### config.mk
export PLATFORM = sky130hd
export DESIGN_NAME = spart_receive
export DESIGN_NICKNAME = d
export VERILOG_FILES = /design/src/rtl/spart_pkg.sv /design/src/rtl/spart_sync2.sv /design/src/rtl/spart_receive.sv
export SDC_FILE = /design/constraint.sdc
export NUM_CORES = 1
export LEC_CHECK = 0
export ABC_AREA = 1
export CAP_MARGIN = 25
export CORE_UTILIZATION = 52
export DETAILED_ROUTE_END_ITERATION = 12
export PLACE_DENSITY = 0.77
export SLEW_MARGIN = 15
export SYNTH_ARGS = -nofsm -noshare
export SYNTH_HDL_FRONTEND = slang
export SYNTH_SLANG_ARGS = --single-unit
### constraint.sdc
create_clock -name clk -period 1.8 [get_ports clk]
set_input_delay 0.36 -clock clk [delete_from_list [all_inputs] [get_ports clk]]
set_output_delay 0.36 -clock clk [all_outputs]
set_load 0.01 [all_outputs]
### src/rtl/spart_pkg.sv
// Shared SPART definitions: receiver FSM encoding, bus register map, defaults.
package spart_pkg;

  typedef enum logic [1:0] {
    RX_IDLE  = 2'd0,
    RX_START = 2'd1,
    RX_DATA  = 2'd2,
    RX_STOP  = 2'd3
  } rx_state_t;

  localparam logic [1:0] ADDR_DATA   = 2'd0;
  localparam logic [1:0] ADDR_STATUS = 2'd1;
  localparam logic [1:0] ADDR_DB_LO  = 2'd2;
  localparam logic [1:0] ADDR_DB_HI  = 2'd3;

  localparam int unsigned DEF_OVERSAMPLE = 16;
  localparam int unsigned DEF_DATA_BITS  = 8;

endpackage

### src/rtl/spart_sync2.sv
// Two-flop synchronizer for asynchronous SPART inputs; reset value selectable.
module spart_sync2 #(
  parameter logic RST_VAL = 1'b1
) (
  input  logic clk,
  input  logic rst,
  input  logic d,
  output logic q
);

  logic meta;

  // Metastability filter: two back-to-back flops, both forced to RST_VAL on reset.
  always_ff @(posedge clk) begin
    if (rst) begin
      meta <= RST_VAL;
      q    <= RST_VAL;
    end else begin
      meta <= d;
      q    <= meta;
    end
  end

endmodule

### src/rtl/spart_receive.sv
// SPART receiver: 8N1 deserializer on a 16x oversample enable with a one-entry
// receive buffer released by a bus read of the data register.
module spart_receive
  import spart_pkg::*;
#(
  parameter int unsigned OVERSAMPLE = DEF_OVERSAMPLE,
  parameter int unsigned DATA_BITS  = DEF_DATA_BITS,
  parameter logic        IDLE_LVL   = 1'b1
) (
  input  logic                 clk,
  input  logic                 rst,
  input  logic                 brg_tick,
  input  logic                 rxd,
  input  logic                 iocs,
  input  logic                 iorw,
  input  logic [1:0]           ioaddr,
  output logic [DATA_BITS-1:0] rx_data,
  output logic                 rda,
  output logic                 framing_err,
  output logic                 overrun,
  output logic                 rx_busy
);

  localparam int unsigned   TW        = $clog2(OVERSAMPLE);
  localparam int unsigned   BW        = (DATA_BITS > 1) ? $clog2(DATA_BITS) : 1;
  localparam logic [TW-1:0] HALF_LAST = TW'(OVERSAMPLE / 2 - 1);
  localparam logic [TW-1:0] FULL_LAST = TW'(OVERSAMPLE - 1);
  localparam logic [BW-1:0] BIT_LAST  = BW'(DATA_BITS - 1);

  rx_state_t              state, state_n;
  logic [TW-1:0]          tick_cnt, tick_n;
  logic [BW-1:0]          bit_cnt, bit_n;
  logic [DATA_BITS-1:0]   shift, shift_n;
  logic                   rxd_s;
  logic                   line_low;
  logic                   break_hold;
  logic                   complete;
  logic                   rd_data;

  spart_sync2 #(.RST_VAL(IDLE_LVL)) u_sync (
    .clk (clk),
    .rst (rst),
    .d   (rxd),
    .q   (rxd_s)
  );

  assign line_low = (rxd_s != IDLE_LVL);
  assign rd_data  = iocs & iorw & (ioaddr == ADDR_DATA);
  assign rx_busy  = (state != RX_IDLE);

  // FSM, counters and shift register state.
  always_ff @(posedge clk) begin
    if (rst) begin
      state    <= RX_IDLE;
      tick_cnt <= '0;
      bit_cnt  <= '0;
      shift    <= '0;
    end else begin
      state    <= state_n;
      tick_cnt <= tick_n;
      bit_cnt  <= bit_n;
      shift    <= shift_n;
    end
  end

  // Next-state: start detect is ungated; all sampling waits on brg_tick.
  always_comb begin
    state_n  = state;
    tick_n   = tick_cnt;
    bit_n    = bit_cnt;
    shift_n  = shift;
    complete = 1'b0;
    unique case (state)
      RX_IDLE: begin
        if (line_low && !break_hold) begin
          state_n = RX_START;
          tick_n  = '0;
        end
      end
      RX_START: begin
        if (brg_tick) begin
          if (tick_cnt == HALF_LAST) begin
            tick_n = '0;
            bit_n  = '0;
            state_n = line_low ? RX_DATA : RX_IDLE;
          end else begin
            tick_n = tick_cnt + 1'b1;
          end
        end
      end
      RX_DATA: begin
        if (brg_tick) begin
          if (tick_cnt == FULL_LAST) begin
            shift_n = {rxd_s, shift[DATA_BITS-1:1]};
            tick_n  = '0;
            if (bit_cnt == BIT_LAST) state_n = RX_STOP;
            else                     bit_n   = bit_cnt + 1'b1;
          end else begin
            tick_n = tick_cnt + 1'b1;
          end
        end
      end
      RX_STOP: begin
        if (brg_tick) begin
          if (tick_cnt == FULL_LAST) begin
            complete = 1'b1;
            tick_n   = '0;
            state_n  = RX_IDLE;
          end else begin
            tick_n = tick_cnt + 1'b1;
          end
        end
      end
      default: state_n = RX_IDLE;
    endcase
  end

  // Break lockout: a low stop bit blocks restart until the line is seen idle.
  always_ff @(posedge clk) begin
    if (rst)                       break_hold <= 1'b0;
    else if (complete && line_low) break_hold <= 1'b1;
    else if (!line_low)            break_hold <= 1'b0;
  end

  // Receive buffer and status; completion takes priority over a same-clk read.
  always_ff @(posedge clk) begin
    if (rst) begin
      rx_data     <= '0;
      rda         <= 1'b0;
      framing_err <= 1'b0;
      overrun     <= 1'b0;
    end else if (complete) begin
      rx_data     <= shift;
      framing_err <= line_low;
      overrun     <= overrun | (rda & ~rd_data);
      rda         <= 1'b1;
    end else if (rd_data) begin
      rda     <= 1'b0;
      overrun <= 1'b0;
    end
  end

endmodule

==> results of run 1 <==
cell usage after synthesis (all sizes together):
cell / number / area [sq um]
a21oi: 13 / 65.06
buf: 1 / 11.26
clkbuf: 3 / 11.26
clkinv: 2 / 7.510
dfxtp: 31 / 620.6
ha: 3 / 37.54
inv: 9 / 33.78
nand2: 24 / 90.09
nand3: 11 / 60.06
nand4: 2 / 12.51
nor2: 48 / 182.7
nor3: 3 / 37.53
o21a: 2 / 15.01
o21ai: 17 / 85.08
o21bai: 1 / 11.26
or2: 3 / 18.77
flip-flops by register name, indices dropped and copies added, names as in the netlist, named ones only:
register	flops
rda	1
shift	8
bit_cnt	3
u_sync.q	1
state	1
framing_err	1
overrun	1
tick_cnt	4
rx_data	8
u_sync.meta	1
break_hold	1
per-stage QoR:
step | power [mW] | instance area, sq um | hold WS [ns]
global placement | 0.8135 | 1555 | 0.3927
CTS | 1.225 | 1614 | 0.4286
detailed placement | 0.8176 | 1555 | 0.4065
floorplan | 0.7778 | 1300 | 0.3895
global route | 1.264 | 1619 | 0.4403
finish | 1.209 | 1619 | 0.4219
cell families after synthesis:
family,count (synthesis),synth area share (%)
AOI/OAI and AO/OA,33,13.57
DFF,31,47.74
adders and majority gates,3,2.888
buffers and inverters,15,4.908
and+or+nand+nor,91,30.90
what timing repair did:
| item | in CTS | in global routing |
|---|---|---|
| setup endpoints to repair | 1 | 1 |
| buffers inserted | 0 | 0 |
| cloned | 0 | 0 |
| gates resized for setup | 2 | 2 |
power groups by stage:
stage	Clock [mW]	Combinational (mW)	Sequential, mW
floorplan	0	0.0607	0.717
global placement	0	0.0949	0.719
detailed placement	0	0.0986	0.719
CTS	0.423	0.0986	0.703
global route	0.449	0.110	0.704
finish	0.408	0.0975	0.703
path summary, 6_finish.rpt:
check | start | to | cells after the start
setup / recovery | overrun | overrun | 1
hold reg to reg | u_sync.meta | u_sync.q | 1
setup reg to reg | tick_cnt[0] | rx_data[0] | 6
hold / removal | u_sync.meta | u_sync.q | 1
final cells by class:
type / count / share of cell area (%)
flip-flops and latches: 31 / 38.64
well taps: 28 / 2.164
clock inverters: 1 / 0.3091
clock buffers: 6 / 3.168
inverters: 11 / 2.550
repair buffers: 26 / 15.15
multi-input cells: 127 / 38.02
layer usage:
layer | global-route usage [%] | vias up
met2 | 38.03 | 28
met3 | 8.772 | 3
met5 | 0 | -
met4 | 9.459 | 0
li1 | - | 623
met1 | 27.61 | 526
==> impl_results.md, run 1 <==
* Footprint of the multi-input gates at 615.6 sq um
* Worst endpoint required time at 1.44 ns
* Die Footprint at 2704 sq um
* Worst skew pair latency at 0.33 ns
* Worst-path clk slew at 0.09 ns
* Final setup viols at 0
* Crit-path max cell delay at 0.55 ns
* DRT Pass-1 Iters at 4
* Pin count of the biggest net entering global routing at 23
* Worst-path maximum fanout at 3
* Mapped Nets at 184
* CTS root buffer: clkbuf_4
* DRT iter0 DRCs at 22
* Register Area at 625.6 sq um
* Most common cell after layout, fill and taps aside: nor2_1
* Sw power at 0.2890 mW
* Residual DRC count at 0
* DIE HEIGHT at 52 um
* Crit Path Category: reg -> out
* First-pass GRT wire length at 4505 um
* Worst path buffer plus inverter count at 1
* # nets final at 213
* Clock Sinks at 31
* Met1 WL at 1277 um
* Inst Count DP at 223
* P_leak at 0.7428 nW
* Count of cell types in the netlist at 21
* PortBufs at 19
* Synth warnings at 0
* Peak Freq at 0.6260 GHz
* Cell breakdown of the critical path: clkdlybuf4s50_1
* Num rows at 17
* Crit path time final at 1.597 ns
* Vias per cell at 5.130
* Met2 WL post-DR at 1250 um
* Final Util at 71.14%
* Gr ovfl total at 0
* CP arrival at 1.24 ns
* CP delay by family, top: buffers and inverters
* Register area share after synthesis at 47.74%
* Clock power share at 33.8%
* Clock skew at 0.009482 ns
* Worst-Margin Slew at 0.2666 ns
* Avg Cell Area, Syn at 7.514 sq um
* Total wire length at 2667 um
* Run status: complete, no violations
* Most frequent cells in the layout: nor2_1 (47), dfxtp_1 (29), nand2_1 (24)
* Initial Util at 57.12%
* HP Class: reg -> reg
* Vias in the first global route at 1064
* Internal at 0.9196 mW
* Die X at 52 um
* Initial antenna violation count at 0
* CTS tree: built
* Routability congestion estimate at 0.7989
* Routed Antenna Nets at 0
* ANT cells at 0
* Mapped Area at 1300 sq um
* Comb power frac at 8.1%
* Clock tree buffer depth at 2
* Mapped Cells at 173
* Max-cap viol count at 0
* Pwr dens at 746.5 nW/um^2
* Tcrit/Tclk final at 88.74%
* Share of layout cells above drive strength 1 at 13.86%
* Worst Setup End Kind: output pin
* Worst slew margin at 82.16%
* Worst path slowest cell: clkdlybuf4s50_1
* Final critical-path setup slack at 0.2026 ns
* VDD IR-drop max at 0.5564 mV
* Max Used Layer: met4
* Number of CTS-inserted buffers at 5
* Filler Cell Count at 189
* Setup TNS at 0 ns
* GRT Overall Usage at 23.44%
* Sequential power share at 58.2%
* Routed len/inst at 11.60 um
* Met3 WL at 108 um
* Non-Filler Instances at 230
* RSZ-0062 raised after global routing: false
* Setup crit start kind: flip-flop
* Final Hold Viols at 0
* Pre-CTS setup slack at 0.03964 ns
* Area Overhead vs Synth at 24.54%
* # IOs at 20
* Sw Ratio at 23.91%
* DP HPWL at 1965 um
* Synthesized flop and latch total at 31
* Total number of vias at 1180
* Final Max Tran Viols at 0
* R2r setup slk at 0.29 ns
* Core region area at 2276 sq um
* # H-tree levels at 2
* Hold buffers post-CTS at 0
Note: power is estimated with default switching activity, not from simulation.
==> run 2: changes to the inputs <==
- ABC_CLOCK_PERIOD_IN_PS: not set -> 1800
- PLACE_DENSITY: 0.77 -> 0.85
==> run 2 against run 1 <==
Against the previous run:
- total power grew 13%
- hold slack better by 0.0066 ns
- critical path depth unchanged
- critical path type unchanged
- critical endpoint is now rda
- largest power group unchanged
==> impl_results.md, run 2 (same netlist as run 1, synthesis figures left out) <==
* Worst-Margin Slew at 0.2760 ns (+0.009425 ns)
* Sequential power share at 51.5% (-6.7 points)
* Sw Ratio at 21.74% (-2.2 points)
* Met3 WL at 139 um (+29%)
* Die X at 52 um (unchanged)
* Worst Setup End Kind: output pin
* VDD IR-drop max at 0.6073 mV (+9.2%)
* Area Overhead vs Synth at 27.04%
* Num rows at 17 (unchanged)
* Met2 WL post-DR at 1330 um (+6.4%)
* Setup crit start kind: flip-flop
* Hold buffers post-CTS at 0 (unchanged)
* Clock Sinks at 31 (unchanged)
* # H-tree levels at 2 (unchanged)
* Most frequent cells in the layout: nor2_1 (47), dfxtp_1 (29), nand2_1 (24)
* Worst-path maximum fanout at 3 (unchanged)
* # nets final at 213 (unchanged)
* Worst-path clk slew at 0.09 ns (about the same)
* P_leak at 0.7573 nW (+1.9%)
* Internal at 1.066 mW (+16%)
* Comb power frac at 7.3% (-0.8 points)
* Top flop regs: rx_data: 8 flops, shift: 8 flops, tick_cnt: 4 flops
* Pwr dens at 824.4 nW/um^2 (+10%)
* CTS root buffer: clkbuf_4
* Worst path slowest cell: clkdlybuf4s50_1
* End of the critical path: rda
* Max-cap viol count at 0 (unchanged)
* Worst R2R End: shift[2]
* Worst slew margin at 81.53% (-0.63 points)
* Final Max Tran Viols at 0 (unchanged)
* CP delay by family, top: buffers and inverters
* Number of CTS-inserted buffers at 5 (unchanged)
* Most common cell after layout, fill and taps aside: nor2_1
* CP startpoint: rda
* Clock tree buffer depth at 2 (unchanged)
* Cell breakdown of the critical path: clkdlybuf4s50_1
* Final Hold Viols at 0 (unchanged)
* Crit path time final at 1.609 ns (+0.01204 ns)
* Pre-CTS setup slack at 0.04384 ns (+0.004208 ns)
* HP Class: reg -> reg
* DIE HEIGHT at 52 um (unchanged)
* PortBufs at 19 (unchanged)
* Met1 WL at 1186 um (-7.1%)
* Peak Freq at 0.6214 GHz (-0.75%)
* DRT Pass-1 Iters at 6 (+2)
* Crit-path max cell delay at 0.55 ns (about the same)
* Routed Antenna Nets at 0 (unchanged)
* Core region area at 2276 sq um (unchanged)
* Total number of vias at 1189 (+0.76%)
* Max Used Layer: met4
* Clock power share at 41.2% (+7.4 points)
* Vias in the first global route at 1165 (+9.5%)
* Initial Util at 57.12% (unchanged)
* Pin count of the biggest net entering global routing at 23 (unchanged)
* Gr ovfl total at 0 (unchanged)
* Vias per cell at 5.147 (+0.33%)
* Share of layout cells above drive strength 1 at 14.29% (+0.42 points)
* Setup TNS at 0 ns (unchanged)
* Sw power at 0.2960 mW (+2.4%)
* Worst skew pair latency at 0.34 ns (about the same)
* Clock skew at 0.01173 ns (+0.002252 ns)
* Crit Path Category: reg -> out
* Routability congestion estimate at 0.8728 (+9.3%)
* R2r setup slk at 0.27 ns (-0.02 ns)
* Final critical-path setup slack at 0.1906 ns (-0.01204 ns)
* Run status: complete, no violations
* Post CTS Setup Buffer Count at 0 (unchanged)
* Worst path buffer plus inverter count at 1 (unchanged)
* Total power draw at 1.362 mW (+13%)
* Total wire length at 2691 um (+0.90%)
* RSZ-0062 raised after global routing: false
* First-pass GRT wire length at 4636 um (+2.9%)
* Initial antenna violation count at 0 (unchanged)
* Routed len/inst at 11.65 um (+0.46%)
* Final setup viols at 0 (unchanged)
* Worst endpoint required time at 1.44 ns (about the same)
* WP depth at 1 (unchanged)
* GRT Overall Usage at 24.28% (+0.83 points)
* CP arrival at 1.25 ns (about the same)
* Tcrit/Tclk final at 89.41% (+0.67 points)
* # IOs at 20 (unchanged)
* R2r startpoint: tick_cnt[0]
* DRT iter0 DRCs at 24 (+9.1%)
* CTS tree: built
* Die Footprint at 2704 sq um (unchanged)
* R2R depth at 6 (unchanged)
* DP HPWL at 1989 um (+1.3%)
* Gates resized, CTS repair at 2 (unchanged)
* ANT cells at 0 (unchanged)
* Residual DRC count at 0 (unchanged)
## run 2: cell types whose count changed in the layout (fill, tap and decap cells not counted), sizes merged
cell / previous run / this run
bufinv: 0 / 1
## run 2: worst min path at each step
stage / start / end / slack (ns) / cells past startpoint
floorplan: u_sync.meta / u_sync.q / 0.39 / 1
global placement: u_sync.meta / u_sync.q / 0.39 / 1
detailed placement: u_sync.meta / u_sync.q / 0.40 / 1
CTS: u_sync.meta / u_sync.q / 0.43 / 1
global route: u_sync.meta / u_sync.q / 0.45 / 1
finish: u_sync.meta / u_sync.q / 0.43 / 1
## run 2: layer usage
metal  up-vias  global-route usage (%)
met5         -                       0
met4         0                   11.26
met3         7                   9.942
met2        28                   42.95
met1       531                   24.41
li1        623                       -
## run 2: cell type report
cell class | instances | area (sq um)
Sequential cell | 31 | 628.1
Inverter | 11 | 41.29
Tap cell | 28 | 35.03
Multi-Input combinational cell | 127 | 615.6
Clock inverter | 2 | 35.03
Fill cell | 164 | 624.3
Timing Repair Buffer | 26 | 245.2
Clock buffer | 6 | 51.30
## run 2: stage by stage
stage | hold slack (ns) | area, sq um | cells | utilization (%)
finish | 0.4284 | 1652 | 231 | 72.57
global route | 0.4504 | 1652 | 231 | 72.57
CTS | 0.4291 | 1644 | 231 | 72.24
detailed placement | 0.4022 | 1555 | 223 | 68.33
global placement | 0.3948 | 1555 | 223 | 68.33
floorplan | 0.3895 | 1300 | 173 | -
## run 2: power groups by stage
stage / Clock [mW] / Sequential (mW) / Combinational (mW)
6_report: 0.561 / 0.702 / 0.0990
5_1_grt: 0.604 / 0.704 / 0.110
4_1_cts: 0.575 / 0.704 / 0.0988
3_5_place_dp: 0 / 0.719 / 0.0978
3_3_place_gp: 0 / 0.718 / 0.0948
2_1_floorplan: 0 / 0.717 / 0.0607
==> run 3: changes to the inputs <==
--- a/config.mk
+++ b/config.mk
@@ -7,3 +7,2 @@
 export LEC_CHECK = 0
-export ABC_AREA = 1
 export ABC_CLOCK_PERIOD_IN_PS = 1800
--- a/constraint.sdc
+++ b/constraint.sdc
@@ -3,2 +3,2 @@
 set_output_delay 0.36 -clock clk [all_outputs]
-set_load 0.01 [all_outputs]
+set_load 0.1 [all_outputs]
==> run 3 against run 2 <==
Against the previous run:
- final area grew 9.5%
- sequential cell count unchanged
- global-route usage rose by 0.32 points
- synthesized cell count shrank 20%
==> impl_results.md, run 3 <==
* Crit path time final at 1.706 ns (+0.09638 ns)
* FFs w/ async S/R, synth at 0% (unchanged)
* Worst-path clk slew at 0.10 ns (about the same)
* Clock tree buffer depth at 2 (unchanged)
* Crit-path max cell delay at 0.46 ns (-0.09 ns)
* Synth Area in Adders at 2.814% (-0.073 points)
* HP Class: reg -> reg
* End of the critical path: rx_busy
* Worst endpoint required time at 1.44 ns (about the same)
* R2r setup slk at 0.13 ns (-0.14 ns)
* DP HPWL at 2000 um (+0.53%)
* Worst skew pair latency at 0.33 ns (about the same)
* Worst R2R End: state[0]
* Worst Setup End Kind: output pin
* P_leak at 0.6689 nW (-12%)
* Residual DRC count at 0 (unchanged)
* # nets final at 176 (-17%)
* Core region area at 2318 sq um (+1.9%)
* Mux share of post-synthesis cell area at 15.85% (+16 points)
* Top-area cell type share of the netlist area at 46.53% (-1.2 points)
* Count of cell types in the netlist at 34 (+62%)
* Non-Filler Instances at 194 (-16%)
* Top_reg_cell synth: dfxtp_1
* Final Util at 77.98% (+5.4 points)
* Area Overhead vs Synth at 35.55%
* Inst Count DP at 186 (-17%)
* PortBufs at 19 (unchanged)
* Initial antenna violation count at 0 (unchanged)
* Most frequent cells in the layout: dfxtp_1 (30), nor2_1 (27), mux2i_1 (20)
* Commonest cells in the netlist: dfxtp_1 (31), nor2_1 (27), mux2i_1 (20)
* R2r startpoint: tick_cnt[0]
* Pwr dens at 765.4 nW/um^2 (-7.2%)
* CTS tree: built
* DRT iter0 DRCs at 21 (-13%)
* Pin count of the biggest net entering global routing at 17 (-26%)
* Avg Cell Area, Syn at 9.596 sq um (+28%)
* Worst-Margin Slew at 0.4555 ns (+0.1795 ns)
* Hold buffers post-CTS at 0 (unchanged)
* # H-tree levels at 2 (unchanged)
* Largest family of logic cells by synthesized area: simple AND/OR/NAND/NOR gates
* Max-cap viol count at 0 (unchanged)
* Mapped Area at 1334 sq um (+2.6%)
* Tcrit/Tclk final at 94.77% (+5.4 points)
* CP delay by family, top: flip-flops
* Vias per cell at 5.603 (+8.9%)
* Share of layout cells above drive strength 1 at 23.49% (+9.2 points)
* Die X at 52.65 um (+1.2%)
* # IOs at 20 (unchanged)
* Synthesized flop and latch total at 31 (unchanged)
* Clock Sinks at 31 (unchanged)
* Post-synth EDFFs at 0 (unchanged)
* Top flop regs: rx_data: 8 flops, shift: 8 flops, tick_cnt: 4 flops
* Top cell type by total area after synthesis: dfxtp_1
* CTS root buffer: clkbuf_4
* Routed len/inst at 14.72 um (+26%)
* Hold slack at 0.4222 ns (-0.006246 ns)
* Total number of vias at 1087 (-8.6%)
* Synth warnings at 0 (unchanged)
* Post-synthesis xor/xnor area fraction at 0.6567% (+0.66 points)
* RSZ-0062 raised after global routing: false
* Routed Antenna Nets at 0 (unchanged)
* Top cells by area, synth: dfxtp_1 (47%), mux2i_1 (15%), nor2_1 (7.6%)
* Worst slew margin at 69.59% (-12 points)
* Worst path buffer plus inverter count at 1 (unchanged)
* CP arrival at 1.35 ns (+0.10 ns)
* R2R depth at 5 (-1)
* Crit Path Category: reg -> out
* Mapped Cells at 139 (-20%)
* Cell breakdown of the critical path: or2_2 > buf_12
* Complex-gate fraction of the synthesized area at 6.285% (-7.3 points)
* VDD IR-drop max at 1.168 mV (+92%)
* Most common cell after layout, fill and taps aside: dfxtp_1
* Setup crit start kind: flip-flop
* Mapped Nets at 150 (-18%)
* First-pass GRT wire length at 4719 um (+1.8%)
* Final Hold Viols at 0 (unchanged)
* Initial Util at 57.53% (+0.41 points)
* Routability congestion estimate at 0.7491 (-14%)
* ANT cells at 0 (unchanged)
* Total wire length at 2856 um (+6.1%)
* Final setup viols at 0 (unchanged)
* Run status: complete, no violations
* Setup TNS at 0 ns (unchanged)
* Worst-path maximum fanout at 16 (+13)
* Most frequent cell after synthesis: dfxtp_1
* Number of CTS-inserted buffers at 5 (unchanged)
* Simple-Gate Fraction of Synth Area at 24.67% (-6.2 points)
* Worst path slowest cell: dfxtp_1
* Clock skew at 0.01530 ns (+0.003566 ns)
* DRT Pass-1 Iters at 4 (-2)
* Die Footprint at 2772 sq um (+2.5%)
* Num rows at 17 (unchanged)
* Post-DP Area at 1705 sq um (+9.7%)
* Register area share after synthesis at 46.53% (-1.2 points)
* Gr ovfl total at 0 (unchanged)
* Vias in the first global route at 1098 (-5.8%)
* WP depth at 2 (+1)
* GRT Overall Usage at 24.59% (+0.32 points)
* DIE HEIGHT at 52.65 um (+1.2%)
* Final Max Tran Viols at 0 (unchanged)
* Peak Freq at 0.5862 GHz (-5.6%)
* Fin area at 1808 sq um (+9.5%)
[run 3: cell types whose count changed after synthesis, sizes merged, moves of 3 or more]
cell,previous run,this run
buf,1,4
nor2b,0,3
nor3b,0,3
o21ai,17,1
nand2,24,6
nand3,11,7
mux2i,0,20
inv,9,1
a21oi,13,5
nor2,48,28
[run 3: metrics by stage]
| step | worst slack (ns) | power [mW] |
|---|---|---|
| floorplan | 0.2787 | 0.7886 |
| global placement | 0.1100 | 0.8283 |
| detailed placement | -0.008088 | 0.8327 |
| CTS | 0.03386 | 1.391 |
| global route | 0.006007 | 1.445 |
| finish | 0.09423 | 1.384 |
[run 3: area by class of cell]
class,count,area (sq um)
tap,28,35.03
inverter,1,3.754
clock buffer,6,51.30
clock inverter,2,35.03
fill,151,510.5
sequential,31,621.8
timing repair buffer,26,375.4
multi-input combinational,100,685.7
[run 3: cell families after synthesis]
logic type | Yosys count
simple gates | 62
compound gates | 13
mux | 21
flops | 31
xor+xnor | 1
fa+ha+maj | 3
buf+inv | 8
[run 3: how the worst min path moves through the flow]
stage | to | depth (start not counted) | slack, ns | start
floorplan | u_sync.q | 1 | 0.39 | u_sync.meta
finish | u_sync.q | 1 | 0.42 | u_sync.meta
global route | u_sync.q | 1 | 0.45 | u_sync.meta
CTS | u_sync.q | 1 | 0.42 | u_sync.meta
global placement | u_sync.q | 1 | 0.39 | u_sync.meta
detailed placement | u_sync.q | 1 | 0.40 | u_sync.meta
[run 3: worst reg2reg max path, cell delays in order (launching register included)]
cell,delay (ns)
dfxtp_1,0.41
ha_2,0.29
nand3_1,0.11
a22oi_1,0.26
o21a_1,0.18
mux2_2,0.32
[run 3: repair_timing]
action | 4_1_cts | 5_1_grt
gates resized for setup | 0 | 4
buffers inserted | 0 | 0
endpoints found under the setup margin | 0 | 6
[run 3: power breakdown]
group          total [mW]  switching (mW)  internal [mW]
Sequential          0.709          0.0165          0.693
Combinational       0.110          0.0568         0.0531
Clock               0.564           0.236          0.328
Total                1.38           0.310           1.07
[run 3: routing by layer]
layer	vias up	part of all wire [%]	GRT usage, %
met5	-	0	0
met4	0	2.7	11.84
met3	9	4.1	8.406
met2	27	50	43.04
met1	519	43	25.97
li1	532	-	-
